**config.mk**
```make
export PLATFORM = sky130hd
export DESIGN_NAME = crcu_pwr_sequencer
export DESIGN_NICKNAME = d
export VERILOG_FILES = /design/src/rtl/crcu_pkg.sv /design/src/rtl/crcu_wait_cnt.sv /design/src/rtl/crcu_pwr_sequencer.sv
export SDC_FILE = /design/constraint.sdc
export NUM_CORES = 1
export LEC_CHECK = 0
export CORE_ASPECT_RATIO = 1.2
export CORE_UTILIZATION = 52
export DETAILED_ROUTE_END_ITERATION = 8
export GPL_TIMING_DRIVEN = 1
export PLACE_DENSITY_LB_ADDON = 0.1
export SLEW_MARGIN = 40
export SYNTH_ARGS = -nofsm -noshare
export SYNTH_HDL_FRONTEND = slang
export SYNTH_SLANG_ARGS = --single-unit
```
**constraint.sdc**
```tcl
create_clock -name PCLK -period 2.6 [get_ports PCLK]
set_clock_uncertainty 0.2 [all_clocks]
set_input_delay 0.26 -clock PCLK [delete_from_list [all_inputs] [get_ports PCLK]]
set_output_delay 0.26 -clock PCLK [all_outputs]
set_load 0.1 [all_outputs]
```
**src/rtl/crcu_pkg.sv**
```systemverilog
// Shared definitions for the CRCU power sequencer: domain indices,
// sequencer state encoding and the domain-selection priority encoders.
package crcu_pkg;

   localparam int N_DOM = 8;
   localparam int DOM_W = $clog2(N_DOM);

   localparam int DOM_SPU       = 0;
   localparam int DOM_VPU       = 1;
   localparam int DOM_CPM       = 2;
   localparam int DOM_LD        = 3;
   localparam int DOM_WIDER_IOL = 4;
   localparam int DOM_TAP       = 5;
   localparam int DOM_DEBUG     = 6;
   localparam int DOM_VP_DEBUG  = 7;

   typedef enum logic [3:0] {
      ST_IDLE      = 4'd0,
      ST_UP_CLK    = 4'd1,
      ST_UP_SETTLE = 4'd2,
      ST_UP_REL    = 4'd3,
      ST_UP_HOLD   = 4'd4,
      ST_DN_ASRT   = 4'd5,
      ST_DN_HOLD   = 4'd6,
      ST_DN_GATE   = 4'd7,
      ST_DN_SETTLE = 4'd8,
      ST_DONE      = 4'd9
   } seq_state_e;

   // Result of a priority search: index of the chosen bit and whether any bit was set.
   typedef struct packed {
      logic             valid;
      logic [DOM_W-1:0] idx;
   } dom_sel_t;

   // Lowest set bit wins (power-up order).
   function automatic dom_sel_t find_lowest(input logic [N_DOM-1:0] vec);
      dom_sel_t r;
      r.valid = 1'b0;
      r.idx   = '0;
      for (int i = N_DOM - 1; i >= 0; i--) begin
         if (vec[i]) begin
            r.valid = 1'b1;
            r.idx   = DOM_W'(i);
         end
      end
      return r;
   endfunction

   // Highest set bit wins (power-down order).
   function automatic dom_sel_t find_highest(input logic [N_DOM-1:0] vec);
      dom_sel_t r;
      r.valid = 1'b0;
      r.idx   = '0;
      for (int i = 0; i < N_DOM; i++) begin
         if (vec[i]) begin
            r.valid = 1'b1;
            r.idx   = DOM_W'(i);
         end
      end
      return r;
   endfunction

endpackage

```
**src/rtl/crcu_wait_cnt.sv**
```systemverilog
// Loadable saturating down-counter used for both clock-settle and reset-hold waits.
module crcu_wait_cnt #(
   parameter int CNT_W = 8
) (
   input  logic             PCLK,
   input  logic             PRESETN,
   input  logic             clr,
   input  logic             load,
   input  logic [CNT_W-1:0] load_val,
   input  logic             dec,
   output logic             zero
);

   logic [CNT_W-1:0] cnt;

   // Clear beats load beats decrement; decrement stops at zero instead of wrapping.
   always_ff @(posedge PCLK or negedge PRESETN) begin
      if (!PRESETN) begin
         cnt <= '0;
      end else if (clr) begin
         cnt <= '0;
      end else if (load) begin
         cnt <= load_val;
      end else if (dec && (cnt != '0)) begin
         cnt <= cnt - CNT_W'(1);
      end
   end

   assign zero = (cnt == '0);

endmodule

```
**src/rtl/crcu_pwr_sequencer.sv**
```systemverilog
// CRCU power sequencer: walks one domain at a time through clock-enable,
// settle wait, reset release and hold wait (power-down is the mirror),
// driving the per-domain clock gates and active-low resets.
module crcu_pwr_sequencer #(
   parameter int N_DOM = crcu_pkg::N_DOM,
   parameter int CNT_W = 8
) (
   input  logic                     PCLK,
   input  logic                     PRESETN,
   input  logic [N_DOM-1:0]         dom_req,
   input  logic [CNT_W-1:0]         settle_cycles,
   input  logic [CNT_W-1:0]         hold_cycles,
   input  logic                     force_rst,
   output logic [N_DOM-1:0]         clk_en,
   output logic [N_DOM-1:0]         rst_n,
   output logic [N_DOM-1:0]         dom_on,
   output logic                     busy,
   output logic                     seq_done,
   output logic [$clog2(N_DOM)-1:0] cur_dom,
   output logic [3:0]               dbg_state
);
   import crcu_pkg::*;

   seq_state_e                 state_q, state_d;
   logic [N_DOM-1:0]           mism;
   dom_sel_t                   up_sel, dn_sel;
   logic [CNT_W-1:0]           settle_l, hold_l;
   logic                       dir_up;
   logic                       take, take_up;
   logic [$clog2(N_DOM)-1:0]   take_idx;
   logic                       set_clk, clr_clk, set_rst, clr_rst, fin;
   logic                       cnt_load, cnt_dec, cnt_zero;
   logic [CNT_W-1:0]           cnt_val;

   // Domains whose requested state differs from their completed state.
   assign mism   = dom_req ^ dom_on;
   assign dn_sel = find_highest(mism & dom_on);
   assign up_sel = find_lowest(mism & dom_req);

   assign busy      = (state_q != ST_IDLE);
   assign dbg_state = state_q;

   crcu_wait_cnt #(.CNT_W(CNT_W)) u_wait_cnt (
      .PCLK     (PCLK),
      .PRESETN  (PRESETN),
      .clr      (force_rst),
      .load     (cnt_load),
      .load_val (cnt_val),
      .dec      (cnt_dec),
      .zero     (cnt_zero)
   );

   // State register; a soft reset parks the sequencer in IDLE.
   always_ff @(posedge PCLK or negedge PRESETN) begin
      if (!PRESETN) begin
         state_q <= ST_IDLE;
      end else if (force_rst) begin
         state_q <= ST_IDLE;
      end else begin
         state_q <= state_d;
      end
   end

   // Next-state and per-cycle action decode; power-down is chosen before power-up.
   always_comb begin
      state_d  = state_q;
      take     = 1'b0;
      take_up  = 1'b0;
      take_idx = '0;
      set_clk  = 1'b0;
      clr_clk  = 1'b0;
      set_rst  = 1'b0;
      clr_rst  = 1'b0;
      fin      = 1'b0;
      cnt_load = 1'b0;
      cnt_dec  = 1'b0;
      cnt_val  = '0;
      case (state_q)
         ST_IDLE: begin
            if (dn_sel.valid) begin
               take     = 1'b1;
               take_idx = dn_sel.idx;
               state_d  = ST_DN_ASRT;
            end else if (up_sel.valid) begin
               take     = 1'b1;
               take_up  = 1'b1;
               take_idx = up_sel.idx;
               state_d  = ST_UP_CLK;
            end
         end
         ST_UP_CLK: begin
            set_clk  = 1'b1;
            cnt_load = 1'b1;
            cnt_val  = settle_l;
            state_d  = ST_UP_SETTLE;
         end
         ST_UP_SETTLE: begin
            if (cnt_zero) state_d = ST_UP_REL;
            else          cnt_dec = 1'b1;
         end
         ST_UP_REL: begin
            set_rst  = 1'b1;
            cnt_load = 1'b1;
            cnt_val  = hold_l;
            state_d  = ST_UP_HOLD;
         end
         ST_UP_HOLD: begin
            if (cnt_zero) state_d = ST_DONE;
            else          cnt_dec = 1'b1;
         end
         ST_DN_ASRT: begin
            clr_rst  = 1'b1;
            cnt_load = 1'b1;
            cnt_val  = hold_l;
            state_d  = ST_DN_HOLD;
         end
         ST_DN_HOLD: begin
            if (cnt_zero) state_d = ST_DN_GATE;
            else          cnt_dec = 1'b1;
         end
         ST_DN_GATE: begin
            clr_clk  = 1'b1;
            cnt_load = 1'b1;
            cnt_val  = settle_l;
            state_d  = ST_DN_SETTLE;
         end
         ST_DN_SETTLE: begin
            if (cnt_zero) state_d = ST_DONE;
            else          cnt_dec = 1'b1;
         end
         ST_DONE: begin
            fin     = 1'b1;
            state_d = ST_IDLE;
         end
         default: state_d = ST_IDLE;
      endcase
   end

   // Per-domain outputs and the transition context latched at selection time.
   always_ff @(posedge PCLK or negedge PRESETN) begin
      if (!PRESETN) begin
         clk_en   <= '0;
         rst_n    <= '0;
         dom_on   <= '0;
         seq_done <= 1'b0;
         cur_dom  <= '0;
         dir_up   <= 1'b0;
         settle_l <= '0;
         hold_l   <= '0;
      end else if (force_rst) begin
         // Clock gates are left as they are so running clocks do not glitch.
         rst_n    <= '0;
         dom_on   <= '0;
         seq_done <= 1'b0;
      end else begin
         seq_done <= fin;
         if (take) begin
            cur_dom  <= take_idx;
            dir_up   <= take_up;
            settle_l <= settle_cycles;
            hold_l   <= hold_cycles;
         end
         if (set_clk) clk_en[cur_dom] <= 1'b1;
         if (clr_clk) clk_en[cur_dom] <= 1'b0;
         if (set_rst) rst_n[cur_dom]  <= 1'b1;
         if (clr_rst) rst_n[cur_dom]  <= 1'b0;
         if (fin)     dom_on[cur_dom] <= dir_up;
      end
   end

endmodule

```
Word level (Yosys, flattened, before mapping)
Cells that the tools add are included.
W data, S select, Z words.
- $add $sub $neg: 1
- reductions and logical operators: 15
- bitwise gates (word level): 9
- magnitude comparators: 2
- muxes and demuxes: 56
- eq/ne operators: 13
- operator list (cell ; number):
    $mux W8 ; 12
    $mux W4 ; 22
    $and A8 B8 Y8 ; 4
    $pmux W4 S8 ; 1
    $eq A4 B3 Y1 const B ; 4
    $or A8 B8 Y8 ; 2
    $pmux W8 S2 ; 1
    $mux W1 ; 15
    $mux W3 ; 3
    $bwmux W8 ; 1
    $eq A4 B2 Y1 const B ; 2
    $eq A4 B4 Y1 const B ; 2
    $logic_not A8 Y1 ; 1
    $not A8 Y8 ; 1
    $reduce_bool A8 Y1 ; 1
    $reduce_or A4 Y1 ; 2
    $sub A8 B1 Y8 const B ; 1
    $xor A8 B8 Y8 ; 1
    $ne A3 B3 Y1 const B ; 2
    $reduce_or A2 Y1 ; 3
    $eq A4 B1 Y1 const B ; 1
    $logic_not A4 Y1 ; 1
    $lt A3 B4 Y1 const B ; 1
    $ne A4 B4 Y1 const B ; 1
    other kinds (10) ; 11
- flip-flop bits (word level): 57
- word-level logic and storage cells: 106
- bits of input ports: 27
- output and inout bits: 33

Depth between registers and ports, before layout
Gate-level depths: netlist of run 1.
- word-level depth: 14
- mapped depth: 7

Cells and area by module
A second synthesis of run 1 with hierarchy kept.
- cell total of the unflattened synthesis: 339
- area, all modules: 3268.1 um^2
- modules (own cells, without submodules) (module ; cells each ; area an instance (um^2) ; times used):
    crcu_pwr_sequencer ; 283 ; 2727.6 ; 1
    crcu_wait_cnt ; 56 ; 540.5 ; 1

Worst setup path before layout of run 1
OpenSTA, ideal clock, no wires.
- path kind: register to register
- from: reg state_q[0], in the netlist dbg_state[0]
- to: reg cur_dom[0]
- clock period less this slack: 3.228 ns
- path slack: -0.628 ns
- arrival time: 2.902 ns
- required time: 2.274 ns
- buffers on the path: 1
- stages on the path, launching flop included: 6
- path through: dfrtp_1 -> or4_1 -> nor2_1 -> o41ai_4 -> buf_6 -> mux2_4
- word-level cells in the longest chain between the ends: 3
- elaborated cells on any way between the ends: 4
- those cells by class: mux: 2; reduce/logical: 2
- RTL lines (what ; line ; text):
    start: declaration ; crcu_pwr_sequencer.sv:24 ; seq_state_e state_q, state_d;
    start signal: assignment ; crcu_pwr_sequencer.sv:60 ; state_q <= state_d;
    $logic_not A4 Y1 * ; crcu_pwr_sequencer.sv:78 ; case (state_q)
    $mux W1 ; crcu_pwr_sequencer.sv:78 ;
    $reduce_and A2 Y1 (no source line) ; -- ;
    end signal: assignment ; crcu_pwr_sequencer.sv:158 ; cur_dom <= take_idx;
    end: declaration ; crcu_pwr_sequencer.sv:19 ; output logic [$clog2(N_DOM)-1:0] cur_dom,
Mark *: on every way between the ends. The rest lies on a longest branch, timed or not.
A chain may end at the register's enable or synchronous reset.

Worst setup path after layout of run 1
- from: reg dom_on[4]
- to: reg settle_l[1]
- word-level cells in the longest chain between the ends: 11
- elaborated cells on any way between the ends: 16
- those cells by class: mux: 12; bitwise: 3; reduce/logical: 1
- RTL lines (what ; line ; text):
    start: declaration ; crcu_pwr_sequencer.sv:16 ; output logic [N_DOM-1:0] dom_on,
    start signal: indexed assignment ; crcu_pwr_sequencer.sv:167 ; if (fin) dom_on[cur_dom] <= dir_up;
    $xor A8 B8 Y8 ; crcu_pwr_sequencer.sv:36 ; assign mism = dom_req ^ dom_on;
    $and A8 B8 Y8 ; crcu_pwr_sequencer.sv:38 ; assign up_sel = find_lowest(mism & dom_req);
    $mux W4 (5 in series) ; crcu_pkg.sv:42 ; if (vec[i]) begin
    $mux W1 ; crcu_pwr_sequencer.sv:84 ; end else if (up_sel.valid) begin
    $mux W1 * ; crcu_pwr_sequencer.sv:80 ; if (dn_sel.valid) begin
    $mux W1 * ; crcu_pwr_sequencer.sv:78 ;
    $reduce_and A2 Y1 (no source line) * ; -- ;
    end signal: assignment ; crcu_pwr_sequencer.sv:160 ; settle_l <= settle_cycles;
    end: declaration ; crcu_pwr_sequencer.sv:27 ; logic [CNT_W-1:0] settle_l, hold_l;
Marks and branches as above.

==> metrics.yaml, run 1 <==
drt:
  vias: 2634
  antenna_left: 0
  drt-vias-per-instance: 5.545
  wire_per_inst_um: 15.01
  drtIter0Drc: 126
  wl_mm: 7.130
  dr.pass1.iters: 4
  drc_errors: 0
critical_path:
  slowest_delay_ns: 0.56
  crit_chain: "nor2b_1, or4_4, o41ai_4, buf_12, mux2_1"
  critPathMaxFanout: 18
  startpoint: "dom_on[4]$_DFFE_PN0P_"
  critPathArrivalTime_ns: 2.48
  path_delay_family: "simple AND/OR/NAND/NOR gates"
  critical_path_class: "reg -> reg"
  endpoint_kind: "register"
  timing.rr.start: "dom_on[4]$_DFFE_PN0P_"
  critPathLaunchType: "register"
  required_ns: 2.60
  critPathBufInv: 1
  critical-path-slowest-cell: "or4_4"
timing:
  grt_setup_unrepaired: "false"
  hold_viol: 0
  layout_setup_ws_ns: 0.1248
  finalMaxSlewViolations: 0
  timing.final.crit_period_ns: 2.475
  tightest_slew_ns: 0.6529
  finalSetupViolations: 0
  final.period_utilization_pct: 95.20
  fmax_ghz: 0.4040
  relSlewSlack_pct: 56.38
synthesis:
  synth_top_family_by_area: "simple AND/OR/NAND/NOR gates"
  muxShareOfSynthArea_pct: 12.54
  synth_nets: 333
  synth-adder-area-share_pct: 0.4057
  ys_seq_elements: 57
  synth_xor_area_share_pct: 2.515
  avgSynthCellArea_um2: 10.11
  yosysWarnings: 0
  ys_seq_area_share_pct: 46.25
  synth_area_um2: 3084
  yosys.area_share.simple_pct: 20.69
  synth_compound_area_share_pct: 14.85
  synth_edf_count: 0
  netlist_instances: 305
  synth-async-reset-ratio_pct: 100.0
  synth_ff_type: "dfrtp_1"
  yosysUniqueCellTypes: 46
floorplanning:
  start_util_pct: 54.06
  dieHeight_um: 86.37
  die_w_um: 72.31
  ioPinCount: 60
  die-area_um2: 6245
  rows: 30
  core-area_um2: 5705
place:
  placed_cell_area_um2: 3896
  dpl.hpwl_mm: 5.195
  dpl_worst_slack_ns: -0.1103
  gp_congestion: 0.8393
  port_buffers: 59
finish:
  syn2layout_area_growth_pct: 33.63
  num_antenna_cells: 0
  seqCellArea_um2: 1456
  multi_input_area_um2: 1579
  nets: 418
  drive_gt1_share_pct: 27.85
  final_core_util_pct: 72.24
  num-fill-cells: 453
  final_cell_area_um2: 4121
status:
  status: "finished clean"
clock_tree:
  cts_tree: "built"
  clock_path_buffers: 2
  cts_setup_buffers: 0
  numCtsBuffers: 9
  path_clk_slew_ns: 0.07
  cts_resized: 0
  htree_levels: 3
  clock_sinks: 57
  cts_hold_buffers: 1
  clock_latency_ns: 0.33
  cts_root_buffer: "clkbuf_8"
pwr:
  switching_power_mw: 2.313
  seq_power_share_pct: 28.3
  comb_power_share_pct: 54.1
  cellPowerDensity_nw_per_um2: 1202
  pwr-share-clk_pct: 17.6
  irDropWorstVdd_v: 0.0008636
  power.leakage_nw: 1.838
  p_int_mw: 2.640
  swShare_pct: 46.71
hold_path:
  hold_class: "in -> async"
global_route:
  grt_usage_pct: 24.66
  grt_max_degree: 35
  grt_antenna_before_repair: 0
  grt_pass1_wl_mm: 11.85
  grt_overflow: 0
  grt_pass1_vias: 2470
run:
  maxCapViolations: 0
cell usage in the layout (no fill, tap or decap), types with 2 or more instances in the layout:
cell	n
nor2b_1	22
o31ai_1	4
dfrtp_4	6
nor2_1	21
nand2_1	24
o22ai_1	3
clkdlybuf4s50_1	25
mux2_1	12
o21ai_1	3
clkbuf_8	12
nand4_1	4
or4_4	3
mux2_4	10
xor2_1	4
or4_1	2
clkinvlp_4	2
buf_4	61
a21oi_1	34
nor4_1	4
dfrtp_2	6
a31oi_1	2
nor3_1	7
inv_1	2
mux2i_1	9
buf_12	2
dfrtp_1	45
nand3_1	9
a211oi_1	12
xnor2_1	3
a21o_1	6
and3b_1	2
nand2b_1	9
nor3b_1	3
power groups by stage:
stage	combinational [mW]	sequential, mW	clock [mW]
after floorplan	1.38	2.06	0
after global placement	2.62	1.40	0
after detailed placement	2.67	1.41	0
after CTS	2.69	1.40	0.885
after global routing	2.85	1.44	0.928
final	2.68	1.40	0.872
cells in the mapped netlist (4+ instances only):
cell type	n	area (um2)
dfrtp_1	57	1426
nor4_1	4	25.02
o31ai_1	4	30.03
nand4_1	4	25.02
a211oi_1	12	90.09
clkbuf_1	12	45.04
nor2b_1	22	137.6
mux2_1	12	135.1
nand3_1	9	45.04
nand2b_1	9	56.30
mux2i_1	9	90.09
nor2_1	22	82.58
nor3_1	7	35.03
a21oi_1	34	170.2
a21o_1	6	45.04
mux2_4	10	150.1
xor2_1	4	35.03
nand2_1	24	90.09
worst paths after layout:
kind                                      endpoint  slack (ns)  cells past startpoint
max in group asynchronous    dom_on[1]$_DFFE_PN0P_        1.36                      3
max                        settle_l[1]$_DFFE_PN0P_        0.12                      5
min                          hold_l[4]$_DFFE_PN0P_        0.26                      2
max reg2reg                settle_l[1]$_DFFE_PN0P_        0.12                      5
min in group PCLK            hold_l[4]$_DFFE_PN0P_        0.29                      1
min reg2reg                  hold_l[4]$_DFFE_PN0P_        0.29                      1
layout make-up:
type	instances	share of cell area, %
flip-flops and latches	57	35.34
multi-input cells	230	38.31
repair buffers	90	18.52
clock buffers	12	4.007
clock inverters	4	1.214
inverters	2	0.1821
well taps	80	2.429
logic make-up (layout without fill, tap and decap cells):
| kind of cell | count (synthesis) | in the layout |
|---|---|---|
| simple gates | 118 | 118 |
| compound gates | 71 | 71 |
| flops | 57 | 57 |
| mux | 32 | 32 |
| buf+inv | 18 | 108 |
| xor+xnor | 8 | 8 |
| fa+ha+maj | 1 | 1 |
routing by layer:
| layer | part of all wire (%) | track usage, % | vias to the layer above | routed length (um) |
|---|---|---|---|---|
| met5 | 0 | 0 | - | 0 |
| met4 | 1.1 | 8.200 | 0 | 80 |
| met3 | 4.0 | 4.651 | 9 | 288 |
| met2 | 49 | 38.91 | 77 | 3483 |
| li1 | - | - | 1274 | - |
| met1 | 46 | 34.28 | 1274 | 3277 |
flip-flops by register name (all words and copies together) (netlist names), named ones only:
name            count
settle_l            8
seq_done            1
dom_on              8
dbg_state           4
clk_en              3
rst_n               8
cur_dom             3
hold_l              8
dir_up              1
u_wait_cnt.cnt      8
stage by stage:
| stage | hold WS [ns] | total power [mW] | setup TNS, ns | std cells |
|---|---|---|---|---|
| floorplan | -0.2356 | 3.444 | 0 | 305 |
| global placement | 0.07620 | 4.016 | -0.9613 | 458 |
| finish | 0.2563 | 4.953 | 0 | 475 |
| CTS | 0.2601 | 4.969 | 0 | 475 |
| detailed placement | 0.07701 | 4.079 | -1.432 | 458 |
| global route | 0.3074 | 5.219 | 0 | 475 |
(Power assumes the default switching activity.)
==> run 2, diff against run 1 <==
--- a/config.mk
+++ b/config.mk
@@ -8,7 +8,7 @@
 export CORE_ASPECT_RATIO = 1.2
 export CORE_UTILIZATION = 52
 export DETAILED_ROUTE_END_ITERATION = 8
-export GPL_TIMING_DRIVEN = 1
+export GPL_TIMING_DRIVEN = 0
 export PLACE_DENSITY_LB_ADDON = 0.1
 export SLEW_MARGIN = 40
 export SYNTH_ARGS = -nofsm -noshare
==> run 2 against run 1 <==
Effect of this change:
- register-to-register slack worse by 0.03 ns
- global-route usage is 0.39 points lower
- non-clock buffer count is 11 lower
- power is 3.1% lower
- critical path depth stayed put
- wire length is 4.2% lower
- critical path type unchanged
==> metrics.yaml, run 2 (synthesized netlist as in run 1, its figures left out) <==
status:
  status: "finished clean"
clock_tree:
  numCtsBuffers: 9  # unchanged
  clock_latency_ns: 0.34  # about the same
  cts_root_buffer: "clkbuf_8"
  clock_sinks: 57  # unchanged
  clock_path_buffers: 2  # unchanged
  htree_levels: 3  # unchanged
  path_clk_slew_ns: 0.07  # about the same
  cts_tree: "built"
drt:
  drt-vias-per-instance: 5.433  # -2.0%
  wl_mm: 6.833  # -4.2%
  drc_errors: 0  # unchanged
  wire_per_inst_um: 14.73  # -1.9%
  drtIter0Drc: 141  # +12%
  vias: 2521  # -4.3%
  dr.pass1.iters: 4  # unchanged
  antenna_left: 0  # unchanged
timing:
  final.period_utilization_pct: 96.32  # +1.1 points
  finalMaxSlewViolations: 0  # unchanged
  fmax_ghz: 0.3993  # -1.2%
  finalSetupViolations: 0  # unchanged
  tightest_slew_ns: 0.6971  # +0.04417 ns
  finalSetupTns_ns: 0  # unchanged
  timing.final.crit_period_ns: 2.504  # +0.02920 ns
  hold_viol: 0  # unchanged
  grt_setup_unrepaired: "false"
  relSlewSlack_pct: 53.43  # -3.0 points
floorplanning:
  rows: 30  # unchanged
  die-area_um2: 6245  # unchanged
  ioPinCount: 60  # unchanged
  core-area_um2: 5705  # unchanged
  dieHeight_um: 86.37  # unchanged
  start_util_pct: 54.06  # unchanged
  die_w_um: 72.31  # unchanged
critical_path:
  critPathLaunchType: "register"
  critical_path_class: "reg -> reg"
  critPathMaxFanout: 10  # -8
  critPathArrivalTime_ns: 2.52  # +0.04 ns
  required_ns: 2.62  # +0.02 ns
  endpoint_kind: "register"
  r2r_cells: 5  # unchanged
finish:
  syn2layout_area_growth_pct: 26.25
  final_cells: 464  # -2.3%
  layout_commonest_cell: "dfrtp_1"
  drive_gt1_share_pct: 22.92  # -4.9 points
  layout_common_cells: "dfrtp_1 (45), buf_2 (35), a21oi_1 (34)"
  num_antenna_cells: 0  # unchanged
  nets: 407  # -2.6%
global_route:
  grt_antenna_before_repair: 0  # unchanged
  grt_pass1_wl_mm: 11.48  # -3.1%
  grt_pass1_vias: 2378  # -3.7%
  grt_usage_pct: 24.27  # -0.39 points
  grt_overflow: 0  # unchanged
  grt_max_degree: 32  # -8.6%
pwr:
  cellPowerDensity_nw_per_um2: 1233  # +2.6%
  irDropWorstVdd_v: 0.0009100  # +5.4%
  power.leakage_nw: 1.730  # -5.9%
run:
  maxCapViolations: 0  # unchanged
place:
  port_buffers: 58  # -1.7%
  gp_congestion: 0.8376  # -0.20%
  dp_cells: 444  # -3.1%
  dpl.hpwl_mm: 5.008  # -3.6%
hold_path:
  hold_class: "in -> async"
-- run 2: cell count changes in the layout (fill, tap and decap cells not counted), sizes merged --
cell / delta
buf: -22
clkinvlp: -2
clkdlybuf4s50: -1
clkbuf: +13
clkinv: +1
-- run 2: worst paths after layout --
kind,start,to,slack [ns]
setup / recovery,dom_on[1]$_DFFE_PN0P_,hold_l[2]$_DFFE_PN0P_,0.1
hold / removal,PRESETN,settle_l[4]$_DFFE_PN0P_,0.17
setup reg to reg,dom_on[1]$_DFFE_PN0P_,hold_l[2]$_DFFE_PN0P_,0.1
hold reg to reg,hold_l[4]$_DFFE_PN0P_,hold_l[4]$_DFFE_PN0P_,0.29
max in group asynchronous,PRESETN,dbg_state[0]$_DFFE_PN0P_,1.53
min in group PCLK,force_rst,dir_up$_DFFE_PN0P_,0.27
-- run 2: area by class of cell --
cell class                 count  area [um2]
clock buffer                  13       158.9
clock inverter                 3       40.04
tap                           80       100.1
buffer                        16       77.57
sequential                    57        1456
timing repair buffer          63       465.4
fill                         468        1812
inverter                       2       7.507
multi-input combinational    230        1588
-- run 2: what timing repair did --
| action | CTS | global route |
|---|---|---|
| setup endpoints to repair | 0 | 16 |
| setup buffers | 0 | 3 |
| hold buffers | 1 | 0 |
| hold endpoints to repair | 57 | 0 |
| resized for setup | 0 | 1 |
-- run 2: per-layer routing --
metal / vias to the layer above / GRT usage [%] / part of all wire, %
li1: 1252 / - / -
met1: 1191 / 33.84 / 47
met2: 70 / 37.21 / 47
met3: 8 / 6.047 / 4.8
met4: 0 / 7.843 / 1.1
met5: - / 0 / 0
-- run 2: worst max-delay path: stages, from the launching register on --
cell and delay (ns):
dfrtp_4 0.49, nor2b_1 0.17, or4_4 0.57, o41ai_4 0.39, buf_6 0.25, mux2_4 0.31
-- run 2: per-stage QoR --
stage | worst slack (ns) | total power [mW] | util, % | hold WS [ns] | area (um2)
4_1_cts | 0.05219 | 4.776 | 67.79 | 0.1801 | 3867
6_report | 0.09565 | 4.800 | 68.25 | 0.1731 | 3894
3_5_place_dp | -0.1858 | 3.932 | 64.12 | -0.005364 | 3659
2_1_floorplan | 0.003265 | 3.444 | - | -0.2356 | 3120
3_3_place_gp | -1.010 | 3.998 | 66.62 | 0.2724 | 3801
5_1_grt | 0.04416 | 5.078 | 68.25 | 0.1996 | 3894
-- run 2: where the power goes --
part / total (mW) / internal (mW) / switching, mW
clock network: 0.837 / 0.492 / 0.345
registers: 1.37 / 1.17 / 0.206
logic: 2.59 / 0.840 / 1.75
total: 4.80 / 2.50 / 2.30
